==> src/rtl/mem_access_ctrl_if.sv <==
// Request/response channel between the CPU load/store stage and mem_access_ctrl.
// master = load/store stage, slave = the controller.
interface mem_access_ctrl_if;
  logic        req_valid;
  logic        req_ready;
  logic        req_we;
  logic [1:0]  req_size;
  logic        req_unsigned;
  logic [31:0] req_addr;
  logic [31:0] req_wdata;
  logic        rsp_valid;
  logic        rsp_ready;
  logic [31:0] rsp_rdata;
  logic        rsp_err;

  modport master (
    output req_valid, req_we, req_size, req_unsigned, req_addr, req_wdata, rsp_ready,
    input  req_ready, rsp_valid, rsp_rdata, rsp_err
  );

  modport slave (
    input  req_valid, req_we, req_size, req_unsigned, req_addr, req_wdata, rsp_ready,
    output req_ready, rsp_valid, rsp_rdata, rsp_err
  );
endinterface

==> src/rtl/mem_access_ctrl.sv <==
// Byte/half/word load-store initiator for a word-wide RAM port.
// Sub-word stores are done as read-modify-write; loads are sign/zero extended.
module mem_access_ctrl (
  input  logic                clk_100M,
  input  logic                rst,
  mem_access_ctrl_if.slave    bus,
  output logic [31:0]         mem_addr,
  output logic                mem_wr_en,
  output logic                mem_clk_en,
  output logic [31:0]         mem_w_data,
  input  logic [31:0]         mem_r_data
);

  localparam logic [1:0] IDLE = 2'd0;
  localparam logic [1:0] RD   = 2'd1;
  localparam logic [1:0] WR   = 2'd2;
  localparam logic [1:0] RESP = 2'd3;

  localparam logic [1:0] SZ_BYTE = 2'b00;
  localparam logic [1:0] SZ_HALF = 2'b01;
  localparam logic [1:0] SZ_WORD = 2'b10;

  logic [1:0]  state_reg;
  logic        we_reg;
  logic [1:0]  size_reg;
  logic        uns_reg;
  logic [1:0]  lane_reg;
  logic [31:0] wdata_reg;
  logic [31:0] rd_word_reg;
  logic [31:0] mem_addr_reg;
  logic [31:0] rsp_rdata_reg;
  logic        rsp_err_reg;

  logic        req_bad;
  logic [31:0] load_ext;
  logic [31:0] merged_word;

  assign req_bad = (bus.req_size == 2'b11) ||
                   (bus.req_size == SZ_HALF && bus.req_addr[0]) ||
                   (bus.req_size == SZ_WORD && bus.req_addr[1:0] != 2'b00);

  // Lane selection and extension straight off the RAM read data during RD.
  always_comb begin
    logic [7:0]  sel_byte;
    logic [15:0] sel_half;
    sel_byte = mem_r_data[{lane_reg, 3'b000} +: 8];
    sel_half = mem_r_data[{lane_reg[1], 4'b0000} +: 16];
    load_ext = mem_r_data;
    if (size_reg == SZ_BYTE)
      load_ext = {{24{sel_byte[7] & ~uns_reg}}, sel_byte};
    else if (size_reg == SZ_HALF)
      load_ext = {{16{sel_half[15] & ~uns_reg}}, sel_half};
  end

  always_comb begin
    merged_word = rd_word_reg;
    if (size_reg == SZ_BYTE)
      merged_word[{lane_reg, 3'b000} +: 8] = wdata_reg[7:0];
    else if (size_reg == SZ_HALF)
      merged_word[{lane_reg[1], 4'b0000} +: 16] = wdata_reg[15:0];
    else
      merged_word = wdata_reg;
  end

  always_ff @(posedge clk_100M) begin
    if (rst) begin
      state_reg     <= IDLE;
      we_reg        <= 1'b0;
      size_reg      <= 2'b00;
      uns_reg       <= 1'b0;
      lane_reg      <= 2'b00;
      wdata_reg     <= 32'd0;
      rd_word_reg   <= 32'd0;
      mem_addr_reg  <= 32'd0;
      rsp_rdata_reg <= 32'd0;
      rsp_err_reg   <= 1'b0;
    end else begin
      case (state_reg)
        IDLE: begin
          if (bus.req_valid) begin
            we_reg        <= bus.req_we;
            size_reg      <= bus.req_size;
            uns_reg       <= bus.req_unsigned;
            lane_reg      <= bus.req_addr[1:0];
            wdata_reg     <= bus.req_wdata;
            rsp_rdata_reg <= 32'd0;
            rsp_err_reg   <= 1'b0;
            if (req_bad) begin
              rsp_err_reg <= 1'b1;
              state_reg   <= RESP;
            end else begin
              mem_addr_reg <= {bus.req_addr[31:2], 2'b00};
              if (bus.req_we && bus.req_size == SZ_WORD)
                state_reg <= WR;
              else
                state_reg <= RD;
            end
          end
        end
        RD: begin
          rd_word_reg <= mem_r_data;
          if (we_reg) begin
            state_reg <= WR;
          end else begin
            rsp_rdata_reg <= load_ext;
            state_reg     <= RESP;
          end
        end
        WR: state_reg <= RESP;
        RESP: begin
          if (bus.rsp_ready)
            state_reg <= IDLE;
        end
        default: state_reg <= IDLE;
      endcase
    end
  end

  // Write strobe is gated by reset so a reset landing in WR never commits.
  assign mem_wr_en  = (state_reg == WR) && !rst;
  assign mem_clk_en = mem_wr_en;
  assign mem_w_data = (state_reg == WR) ? merged_word : 32'd0;
  assign mem_addr   = mem_addr_reg;

  assign bus.req_ready = (state_reg == IDLE);
  assign bus.rsp_valid = (state_reg == RESP);
  assign bus.rsp_rdata = rsp_rdata_reg;
  assign bus.rsp_err   = rsp_err_reg;

endmodule

==> src/flat_wrapper.sv <==
// flat-port wrapper written by rule: the top's interface ports become plain ports
module mem_access_ctrl_flat 
  (clk_100M, rst, mem_addr, mem_wr_en, mem_clk_en, mem_w_data, mem_r_data, bus_req_valid, bus_req_we, bus_req_size, bus_req_unsigned, bus_req_addr, bus_req_wdata, bus_rsp_ready, bus_req_ready, bus_rsp_valid, bus_rsp_rdata, bus_rsp_err);
  mem_access_ctrl_if bus_i ();
  input  logic clk_100M;
  input  logic rst;
  output logic [31:0] mem_addr;
  output logic mem_wr_en;
  output logic mem_clk_en;
  output logic [31:0] mem_w_data;
  input  logic [31:0] mem_r_data;
  input wire logic [$bits(bus_i.req_valid)-1:0] bus_req_valid;
  input wire logic [$bits(bus_i.req_we)-1:0] bus_req_we;
  input wire logic [$bits(bus_i.req_size)-1:0] bus_req_size;
  input wire logic [$bits(bus_i.req_unsigned)-1:0] bus_req_unsigned;
  input wire logic [$bits(bus_i.req_addr)-1:0] bus_req_addr;
  input wire logic [$bits(bus_i.req_wdata)-1:0] bus_req_wdata;
  input wire logic [$bits(bus_i.rsp_ready)-1:0] bus_rsp_ready;
  output wire logic [$bits(bus_i.req_ready)-1:0] bus_req_ready;
  output wire logic [$bits(bus_i.rsp_valid)-1:0] bus_rsp_valid;
  output wire logic [$bits(bus_i.rsp_rdata)-1:0] bus_rsp_rdata;
  output wire logic [$bits(bus_i.rsp_err)-1:0] bus_rsp_err;
  assign bus_i.req_valid = bus_req_valid;
  assign bus_i.req_we = bus_req_we;
  assign bus_i.req_size = bus_req_size;
  assign bus_i.req_unsigned = bus_req_unsigned;
  assign bus_i.req_addr = bus_req_addr;
  assign bus_i.req_wdata = bus_req_wdata;
  assign bus_i.rsp_ready = bus_rsp_ready;
  assign bus_req_ready = bus_i.req_ready;
  assign bus_rsp_valid = bus_i.rsp_valid;
  assign bus_rsp_rdata = bus_i.rsp_rdata;
  assign bus_rsp_err = bus_i.rsp_err;
  mem_access_ctrl u_core (.clk_100M(clk_100M), .rst(rst), .bus(bus_i), .mem_addr(mem_addr), .mem_wr_en(mem_wr_en), .mem_clk_en(mem_clk_en), .mem_w_data(mem_w_data), .mem_r_data(mem_r_data));
endmodule
==> config.mk <==
export PLATFORM = sky130hd
export DESIGN_NAME = mem_access_ctrl_flat
export DESIGN_NICKNAME = d
export VERILOG_FILES = /design/src/rtl/mem_access_ctrl_if.sv /design/src/rtl/mem_access_ctrl.sv /design/src/flat_wrapper.sv
export SDC_FILE = /design/constraint.sdc
export NUM_CORES = 1
export LEC_CHECK = 0
export ABC_AREA = 0
export BUFFER_PORTS_ARGS = -buffer_cell sky130_fd_sc_hd__buf_2
export CORE_UTILIZATION = 45
export CTS_CLUSTER_DIAMETER = 150
export DETAILED_ROUTE_END_ITERATION = 8
export PLACE_DENSITY = 0.82
export SKIP_CTS_REPAIR_TIMING = 1
export SKIP_LAST_GASP = 1
export SLEW_MARGIN = 10
export SYNTH_ARGS = -nofsm -noshare
export SYNTH_HDL_FRONTEND = slang
export SYNTH_SLANG_ARGS = --single-unit
==> constraint.sdc <==
create_clock -name clk_100M -period 5.6 [get_ports clk_100M]
set_input_delay 0.84 -clock clk_100M [delete_from_list [all_inputs] [get_ports clk_100M]]
set_output_delay 0.84 -clock clk_100M [all_outputs]
set_load 0.01 [all_outputs]
==> results.md, run 1 <==
* Register-to-register setup slack at between 2000 and 2500 ps
* Crit-path cells: inv_1 > ha_1 > nor4_2 > a221oi_1 > nor3_1 > buf_2
* Peak supply drop at about 0.36 mV
* Largest net degree at the start of global routing at 56
* Post-route ant nets at 0
* Row count at 43
* Final Setup Violations at 0
* Clk sinks at roughly 140
* Pwr dens at roughly 450 mW/mm²
* Worst Hold Class: reg2reg
* DRC Markers at 0
* Crit path launch type: flip-flop
* Switch Pwr at 0.001271 W
* RR Startpoint: u_core.state_reg[1]$_SDFFE_PP0P_
* Root Buffer: clkbuf_16
* Post-Synthesis Cell Area at 0.006419 mm²
* Gpl congestion at 0.9078
* DR vias at 6,380
* Post-synth EDFFs at 0
* Data required time of the worst path at 4760 ps
* Adder-cell share of the synthesized area at 0.01754
* Max Cap Violations at 0
* Syn avg cell area at 8.627 µm²
* Status: finished clean
* Unique masters post-synth at 52
* TNS Setup at 0 ps
* Post-synthesis compound-gate area fraction at 0.2226
* Flop pwr share at 0.364
* Starting Density at 0.4624
* DP HPWL at 13,670 µm
* WHS at 449.4 ps
* Wire per inst at 18.01 µm
* CP arrival at 3330 ps
* Post-Synth XOR/XNOR Area at 0
* Final Cycle Share at 0.7451
* Synth warnings at 0
* Switching share of total power at 0.3535
* Worst slew pin tran at 1172 ps
* Hold Vio Cnt, Final at 0
* Power share of the clock group at 0.308
* Global-route wire length before repair at 29,690 µm
* Hold Crit Depth at 2
* Worst Hold End: u_core.mem_addr[10]$_SDFFE_PP0P_
* Most common cell after layout, fill and taps aside: buf_2
* Number of iterations in the first detailed-routing pass at 7
* DR vias/cell at a little under 6
* Final min period at between 4000 and 5000 ps
* Comb pwr share at 0.327
* GRT Total Usage at 0.2659
* Core ar. at approximately 0.014 mm²
* Worst Setup Path Type: reg2out
* Int Pwr at 0.002325 W
* Crit-path leading delay family: simple AND/OR/NAND/NOR gates
* Initial drt markers at 682
* RSZ-0062 raised after global routing: false
* Synth Register Bits at ~140
* Die height at 121.4 µm
* Clk_lat worst skew at 420 ps
* Synth Area in Simple Gates at 0.1653
* Commonest cells after routing, fill and taps aside: buf_2 (202), nand2_1 (139), dfxtp_1 (134)
* Die Wd at about 120 µm
* Leakage power at ~3.4 nW
* P&R area growth vs syn at 24.91%
* Number of nets in the layout at 1,021
* I/O pin count at 205
* R2R depth at 6
* Overflow after GRT at 0
* Share of layout cells above drive strength 1 at 0.2964
* Largest family of logic cells by synthesized area: compound AO/OA/AOI/OAI gates
* Port-buffer cells at 202
* Max incr delay on CP at 880 ps
* Number of global-route vias before repair at 5,674
* CP max FO at 16
* Final Power at 0.003595 W
* Mux cell area share after synthesis at 0.1166
* Final Skew at 10.23 ps
* Max Clk Rate at 239.6 MHz
* CTS HTree Levels at 4
* Syn Inst Count at around 740
* Ys flop type: dfxtp_1
* RR Endpoint: u_core.bus.rsp_rdata[16]$_SDFFE_PP0P_
* Initial antenna violation count at 0
* Wirelength, routed at 19,830 µm
* Max transition margin at 0.2184
* Critical path endpoint category: output port
* Die Footprint at 0.01475 mm²
* Slowest stage cell, crit path: dfxtp_1
* Worst hold path startpoint: u_core.mem_addr[10]$_SDFFE_PP0P_
* Async S/R FF share, synth at 0
* Post-synthesis sequential area ratio at 0.4211
* Pins over their slew limit at 0
* Buffer and inverter count on the worst path at 2
* Worst-path clk slew at 60 ps
* CTS tree: built
* Ant diodes at 0
* Max clock buf depth at 2
* Cts bufs inserted at 17
-- metrics by stage --
step / cell area, µm² / setup WS, ps / utilization / std cells
floorplan: 6422 / 2560 / - / 745
global placement: 7431 / 2020 / 0.5353 / 1069
detailed placement: 7431 / 1933 / 0.5353 / 1069
CTS: 8018 / 1479 / 0.5776 / 1101
global route: 8018 / 1205 / 0.5776 / 1101
finish: 8018 / 1427 / 0.5776 / 1101
-- worst register-to-register path: cells and delay by family (launching register included) --
family	cells	cell delay (ps)
compound gates	1	380
fa+ha+maj	1	870
buf+inv	1	90
simple gates	3	1580
flops	1	330
-- cells in the mapped netlist (7+ instances only) --
library cell	n	area, µm²
a211oi_1	8	60.06
mux2i_1	41	410.4
a22o_1	9	78.83
nand2_1	139	521.8
a21oi_1	73	365.4
inv_1	15	56.30
mux4_2	7	157.7
mux2_2	16	180.2
nor2_1	69	259.0
dfxtp_1	135	2703
buf_2	7	35.03
o2bb2ai_1	22	192.7
a22oi_1	8	60.06
a221o_1	7	70.07
ha_1	9	112.6
a221oi_1	24	210.2
nor3_1	19	95.09
a2bb2oi_1	8	70.07
clkbuf_1	46	172.7
o22ai_1	32	200.2
-- worst max path at each step --
stage / start / slack [ps] / end / depth (start not counted)
3_3_place_gp: u_core.lane_reg[0]$_SDFFE_PP0P_ / 2020 / mem_w_data[28] / 6
2_1_floorplan: u_core.lane_reg[1]$_SDFFE_PP0P_ / 2560 / mem_w_data[24] / 7
3_5_place_dp: u_core.lane_reg[0]$_SDFFE_PP0P_ / 1930 / mem_w_data[29] / 6
4_1_cts: u_core.lane_reg[0]$_SDFFE_PP0P_ / 1480 / mem_w_data[29] / 6
5_1_grt: u_core.lane_reg[0]$_SDFFE_PP0P_ / 1200 / mem_w_data[29] / 6
6_report: u_core.lane_reg[0]$_SDFFE_PP0P_ / 1430 / mem_w_data[30] / 6
-- cell families (layout without fill, tap and decap cells) --
kind of cell | after synthesis | count (layout)
DFF | 135 | 135
and+or+nand+nor | 248 | 248
adders and majority gates | 9 | 9
muxes | 64 | 64
other | 1 | 2
AOI/OAI and AO/OA | 204 | 204
buffers and inverters | 83 | 259
-- area by class of cell --
cell class | count | area, µm²
Tap cell | 180 | 225.2
Multi-Input combinational cell | 527 | 3367
Clock buffer | 24 | 491.7
Inverter | 17 | 63.81
Sequential cell | 135 | 2704
Clock inverter | 8 | 95.09
Timing Repair Buffer | 210 | 1071
Fill cell | 1250 | 5863
-- power groups by stage --
stage,registers [W],logic [W],clock network [W]
finish,0.00131,0.00118,0.00111
global route,0.00133,0.00129,0.00116
CTS,0.00130,0.00117,0.00113
detailed placement,0.00132,0.00116,0
global placement,0.00132,0.00114,0
floorplan,0.00128,0.000850,0
-- layer usage --
layer  part of all wire  GRT usage  vias to the layer above
met2               0.46     0.4180                      412
li1                   -          -                     2990
met3               0.10    0.07049                       64
met5                  0          0                        -
met4              0.033     0.1235                        0
met1               0.40     0.3380                     2914
(Power assumes the default switching activity.)
==> run 2, diff against run 1 <==
==> constraint.sdc (replaced) <==
create_clock -name clk_100M -period 4.1 [get_ports clk_100M]
set_input_delay 0.615 -clock clk_100M [delete_from_list [all_inputs] [get_ports clk_100M]]
set_output_delay 0.615 -clock clk_100M [all_outputs]
set_load 0.01 [all_outputs]
==> run 2 against run 1 <==
Power increased by 39%. Register-to-register slack got worse by 540 ps. Final cell count increased by 0.54%. First-iteration DRC count increased by 8.4%. Critical path depth unchanged. Sequential share of layout area decreased by 0.35 points. Critical path type unchanged. Largest power group unchanged.
==> results.md, run 2 (synthesis gave the netlist of run 1 again) <==
* Status: finished clean
* WHS at 432.6 ps (-16.83 ps)
* Hold Vio Cnt, Final at 0 (unchanged)
* Data required time of the worst path at 3480 ps (-1280 ps)
* Worst Setup Path Type: reg2out
* Place WS at 1204 ps (-729.7 ps)
* R2R depth at 6 (unchanged)
* Root Buffer: clkbuf_16
* Commonest cells after routing, fill and taps aside: buf_2 (202), nand2_1 (139), dfxtp_1 (134)
* Max Clk Rate at roughly 300 MHz
* Crit path launch type: flip-flop
* Most common cell after layout, fill and taps aside: buf_2
* Max Cap Violations at 0 (unchanged)
* Worst-path clk slew at 60 ps (about the same)
* I/O pin count at 205 (unchanged)
* Final min period at approximately 3400 ps
* Die Wd at 121.4 µm (unchanged)
* Clk sinks at 135 (unchanged)
* GRT Total Usage at 0.2753 (+0.009394)
* DR vias/cell at 5.829 (+0.60%)
* CTS tree: built
* Wire per inst at 18.18 µm (+0.90%)
* Core ar. at 0.01388 mm² (unchanged)
* Overflow after GRT at 0 (unchanged)
* Final Setup Violations at 0 (unchanged)
* CTS HTree Levels at 4 (unchanged)
* Port-buffer cells at 202 (unchanged)
* Global-route wire length before repair at 30,780 µm (+3.7%)
* Starting Density at 0.4624 (unchanged)
* Ant diodes at 0 (unchanged)
* CP arrival at 2800 ps (-530 ps)
* Die height at 121.4 µm (unchanged)
* Worst slew pin tran at 1189 ps (+16.64 ps)
* DRC Markers at 0 (unchanged)
* Post-route ant nets at 0 (unchanged)
* Pins over their slew limit at 0 (unchanged)
* Hold Crit Depth at 3 (+1)
* DP Cell Count at 1,075 (+0.56%)
* TNS Setup at 0 ps (unchanged)
* Largest net degree at the start of global routing at 64 (+14%)
* Filler instances at 1,255 (+0.40%)
* Initial drt markers at 739 (+8.4%)
* CP max FO at 21 (+5)
* Row count at 43 (unchanged)
* Final Cycle Share at 0.8336
* Cts bufs inserted at 17 (unchanged)
* DR vias at 6,453 (+1.1%)
* P&R area growth vs syn at 26.22%
* Peak supply drop at 0.4058 mV (+12%)
* DP HPWL at 14,000 µm (+2.4%)
* Share of layout cells above drive strength 1 at 0.3042 (+0.007790)
* Number of global-route vias before repair at 5,790 (+2.0%)
* Final Skew at 8.277 ps (-1.949 ps)
* Final worst slack at 682.3 ps (-744.8 ps)
* Final Power at 0.005007 W (+39%)
* Fin cells at 1,107 (+0.54%)
* Leakage power at 3.491 nW (+1.3%)
* Clk_lat worst skew at 420 ps (about the same)
* Worst Hold Class: in2reg
* Number of nets in the layout at 1,027 (+0.59%)
* Max clock buf depth at 2 (unchanged)
* Gpl congestion at 0.9214 (+1.5%)
* Max transition margin at 0.2074 (-0.01099)
* Critical path endpoint category: output port
* Pwr dens at 618.1 mW/mm² (+38%)
* Number of iterations in the first detailed-routing pass at 6 (-1)
* Wirelength, routed at 20,120 µm (+1.5%)
* Die Footprint at 0.01475 mm² (unchanged)
* RSZ-0062 raised after global routing: false
* Initial antenna violation count at 2 (+2)
run 2: path summary, 6_finish.rpt:
path	start	slack [ps]	end
worst max register to register	u_core.state_reg[0]$_SDFFE_PP0P_	1720	u_core.bus.rsp_rdata[14]$_SDFFE_PP0P_
worst min-delay path	bus_req_wdata[2]	430	u_core.wdata_reg[2]$_SDFFE_PP0P_
worst min register to register	u_core.mem_addr[10]$_SDFFE_PP0P_	450	u_core.mem_addr[10]$_SDFFE_PP0P_
worst max-delay path	u_core.lane_reg[1]$_SDFFE_PP0P_	680	mem_w_data[17]
run 2: cell type report:
class	count	area [µm²]	area share
Clock buffer	21	480.5	0.05931
Clock inverter	11	145.1	0.01792
Inverter	17	63.81	0.007876
Multi-Input combinational cell	527	3367	0.4156
Sequential cell	135	2704	0.3337
Tap cell	180	225.2	0.02780
Timing Repair Buffer	216	1116	0.1378
run 2: per-stage QoR:
step	cell area, µm²	utilization
after CTS	8102	0.5836
after global placement	7476	0.5386
after floorplan	6422	-
after global routing	8102	0.5836
final	8102	0.5836
after detailed placement	7476	0.5386
run 2: where the power goes:
group	internal [W]	switching, W	total [W]
Sequential	0.00155	0.000225	0.00178
Clock	0.00102	0.000581	0.00160
Combinational	0.000669	0.000959	0.00163
run 2: per-layer routing:
layer,wire [µm],vias to the layer above,track usage
met5,0,-,0
met4,668,0,0.1273
met2,9225,375,0.4197
met3,2072,62,0.08130
met1,8155,3008,0.3557
li1,-,3008,-
run 2: worst max-delay path: stages (launching register included):
cell,delay (ps)
dfxtp_2,640
ha_1,250
clkinv_1,230
nor4b_2,710
a221oi_1,190
nor3_1,190
buf_2,170
==> run 3, diff against run 2 <==
--- a/config.mk
+++ b/config.mk
@@ -10,7 +10,7 @@
 export CORE_UTILIZATION = 45
 export CTS_CLUSTER_DIAMETER = 150
 export DETAILED_ROUTE_END_ITERATION = 8
-export PLACE_DENSITY = 0.82
+export PLACE_DENSITY = 0.85
 export SKIP_CTS_REPAIR_TIMING = 1
 export SKIP_LAST_GASP = 1
 export SLEW_MARGIN = 10
==> constraint.sdc (replaced) <==
create_clock -name clk_100M -period 2.9 [get_ports clk_100M]
set_input_delay 0.435 -clock clk_100M [delete_from_list [all_inputs] [get_ports clk_100M]]
set_output_delay 0.435 -clock clk_100M [all_outputs]
set_load 0.01 [all_outputs]
==> run 3 against run 2 <==
Routed wire length down 2.3%. Global-route usage down 0.70 points. Die area is the same. Final area rose by 0.51%. Core utilization is 0.30 points higher. Non-clock buffer count increased by 9. Clock-buffer cell count unchanged. Critical path type unchanged.
==> results.md, run 3 (synthesis gave the netlist of run 1 again) <==
* Status: finished clean
* Power share of the clock group at 0.306 (-0.014)
* Data required time of the worst path at 2470 ps (-1010 ps)
* Most common cell after layout, fill and taps aside: buf_2
* Critical path endpoint category: output port
* Max Cap Violations at 0 (unchanged)
* WHS at 246.9 ps (-185.7 ps)
* Hold Crit Depth at 3 (unchanged)
* Final Core Density at 0.5866 (+0.002974)
* CP max FO at 8 (-62%)
* CP arrival at 2360 ps (-440 ps)
* Commonest cells after routing, fill and taps aside: buf_2 (201), nand2_1 (139), dfxtp_1 (133)
* Flop pwr share at 0.356 (about the same)
* Final Cycle Share at 0.9652
* Peak supply drop at 0.4925 mV (+21%)
* DP HPWL at 13,880 µm (-0.87%)
* Clk sinks at 135 (unchanged)
* Pwr dens at 857.4 mW/mm² (+39%)
* Number of iterations in the first detailed-routing pass at 5 (-1)
* DR vias at 6,411 (-0.65%)
* GRT Total Usage at 0.2682 (-0.007022)
* Max Clk Rate at 357.3 MHz
* Port-buffer cells at 202 (unchanged)
* Worst-path clk slew at 50 ps (about the same)
* Hold Vio Cnt, Final at 0 (unchanged)
* CTS HTree Levels at 4 (unchanged)
* Die Footprint at 0.01475 mm² (unchanged)
* Wire per inst at 17.72 µm (-2.5%)
* Crit path launch type: flip-flop
* Global-route wire length before repair at 30,080 µm (-2.3%)
* Comb pwr share at 0.338 (+0.013)
* R2R depth at 6 (unchanged)
* Pins over their slew limit at 0 (unchanged)
* Max clock buf depth at 2 (unchanged)
* Gpl congestion at 0.9367 (+1.7%)
* Worst slew pin tran at 1172 ps (-17.29 ps)
* DP Cell Count at 1,079 (+0.37%)
* Worst Setup Path Type: reg2out
* Largest net degree at the start of global routing at 73 (+14%)
* Clk_lat worst skew at 420 ps (about the same)
* Die Wd at 121.4 µm (unchanged)
* Die height at 121.4 µm (unchanged)
* Worst Hold Class: in2reg
* Final Skew at 11.49 ps (+3.214 ps)
* Row count at 43 (unchanged)
* DRC Markers at 0 (unchanged)
* Root Buffer: clkbuf_16
* Core ar. at 0.01388 mm² (unchanged)
* Switching share of total power at 0.3471 (-0.005432)
* Leakage power at 3.530 nW (+1.1%)
* Number of nets in the layout at 1,036 (+0.88%)
* P&R area growth vs syn at 26.86%
* DR vias/cell at 5.776 (-0.92%)
* Overflow after GRT at 0 (unchanged)
* Initial drt markers at 547 (-26%)
* CTS tree: built
* Final Setup Violations at 0 (unchanged)
* Ant diodes at 0 (unchanged)
* Share of layout cells above drive strength 1 at 0.3129 (+0.008696)
* TNS Setup at 0 ps (unchanged)
* Wirelength, routed at 19,670 µm (-2.3%)
* Switch Pwr at 0.002423 W (+37%)
* Initial antenna violation count at 0 (-2)
* Max transition margin at 0.2189 (+0.01142)
* Filler instances at 1,198 (-4.5%)
* Number of global-route vias before repair at 5,972 (+3.1%)
* Fin cells at 1,110 (+0.27%)
* Starting Density at 0.4624 (unchanged)
* Cts bufs inserted at 17 (unchanged)
* I/O pin count at 205 (unchanged)
* Final min period at between 2000 and 3000 ps
* Post-route ant nets at 0 (unchanged)
* Int Pwr at 0.004558 W (+41%)
* Final Power at 0.006982 W (+39%)
[run 3: changes by cell type in the layout (fill, tap and decap cells not counted), sizes merged]
cell      before  now
clkinvlp       3    2
buf          216  225
clkinv         6    2
inv           16   15
[run 3: cell type report]
type	instances	area, µm²	area share
clock buffers	21	470.5	0.05778
inverters	17	71.32	0.008758
flip-flops and latches	135	2705	0.3322
repair buffers	225	1186	0.1457
clock inverters	5	100.1	0.01229
multi-input cells	527	3385	0.4156
well taps	180	225.2	0.02766
[run 3: worst paths after layout]
path / from / to / slack (ps)
worst max-delay path: u_core.lane_reg[1]$_SDFFE_PP0P_ / mem_w_data[9] / 100
worst min-delay path: bus_req_addr[30] / u_core.mem_addr[30]$_SDFFE_PP0P_ / 250
worst max register to register: u_core.state_reg[0]$_SDFFE_PP0P_ / u_core.bus.rsp_rdata[15]$_SDFFE_PP0P_ / 520
worst min register to register: u_core.mem_addr[5]$_SDFFE_PP0P_ / u_core.mem_addr[5]$_SDFFE_PP0P_ / 450
[run 3: critical path: stages (launching register included)]
cell and delay, ps:
dfxtp_2 400, inv_1 100, ha_1 360, nand2_1 110
nor3_4 300, a221oi_1 140, a211oi_1 340, buf_2 200
[run 3: per-stage QoR]
stage	setup slack (ps)	instance area (µm²)
2_1_floorplan	264.9	6422
3_3_place_gp	430.5	7508
3_5_place_dp	297.5	7508
4_1_cts	-165.7	8079
5_1_grt	-34.61	8143
6_report	101.0	8143
[run 3: power by group through the flow]
stage | Sequential (W) | Clock [W] | Combinational, W
2_1_floorplan | 0.00247 | 0 | 0.00164
3_3_place_gp | 0.00250 | 0 | 0.00227
3_5_place_dp | 0.00251 | 0 | 0.00231
4_1_cts | 0.00247 | 0.00216 | 0.00233
5_1_grt | 0.00252 | 0.00224 | 0.00259
6_report | 0.00249 | 0.00213 | 0.00236
[run 3: metal layers]
layer | vias up | global-route usage | wire length (µm)
met3 | 55 | 0.09070 | 2158
met4 | 0 | 0.1173 | 580
met5 | - | 0 | 0
met2 | 381 | 0.4336 | 9257
li1 | 3008 | - | -
met1 | 2967 | 0.3218 | 7668
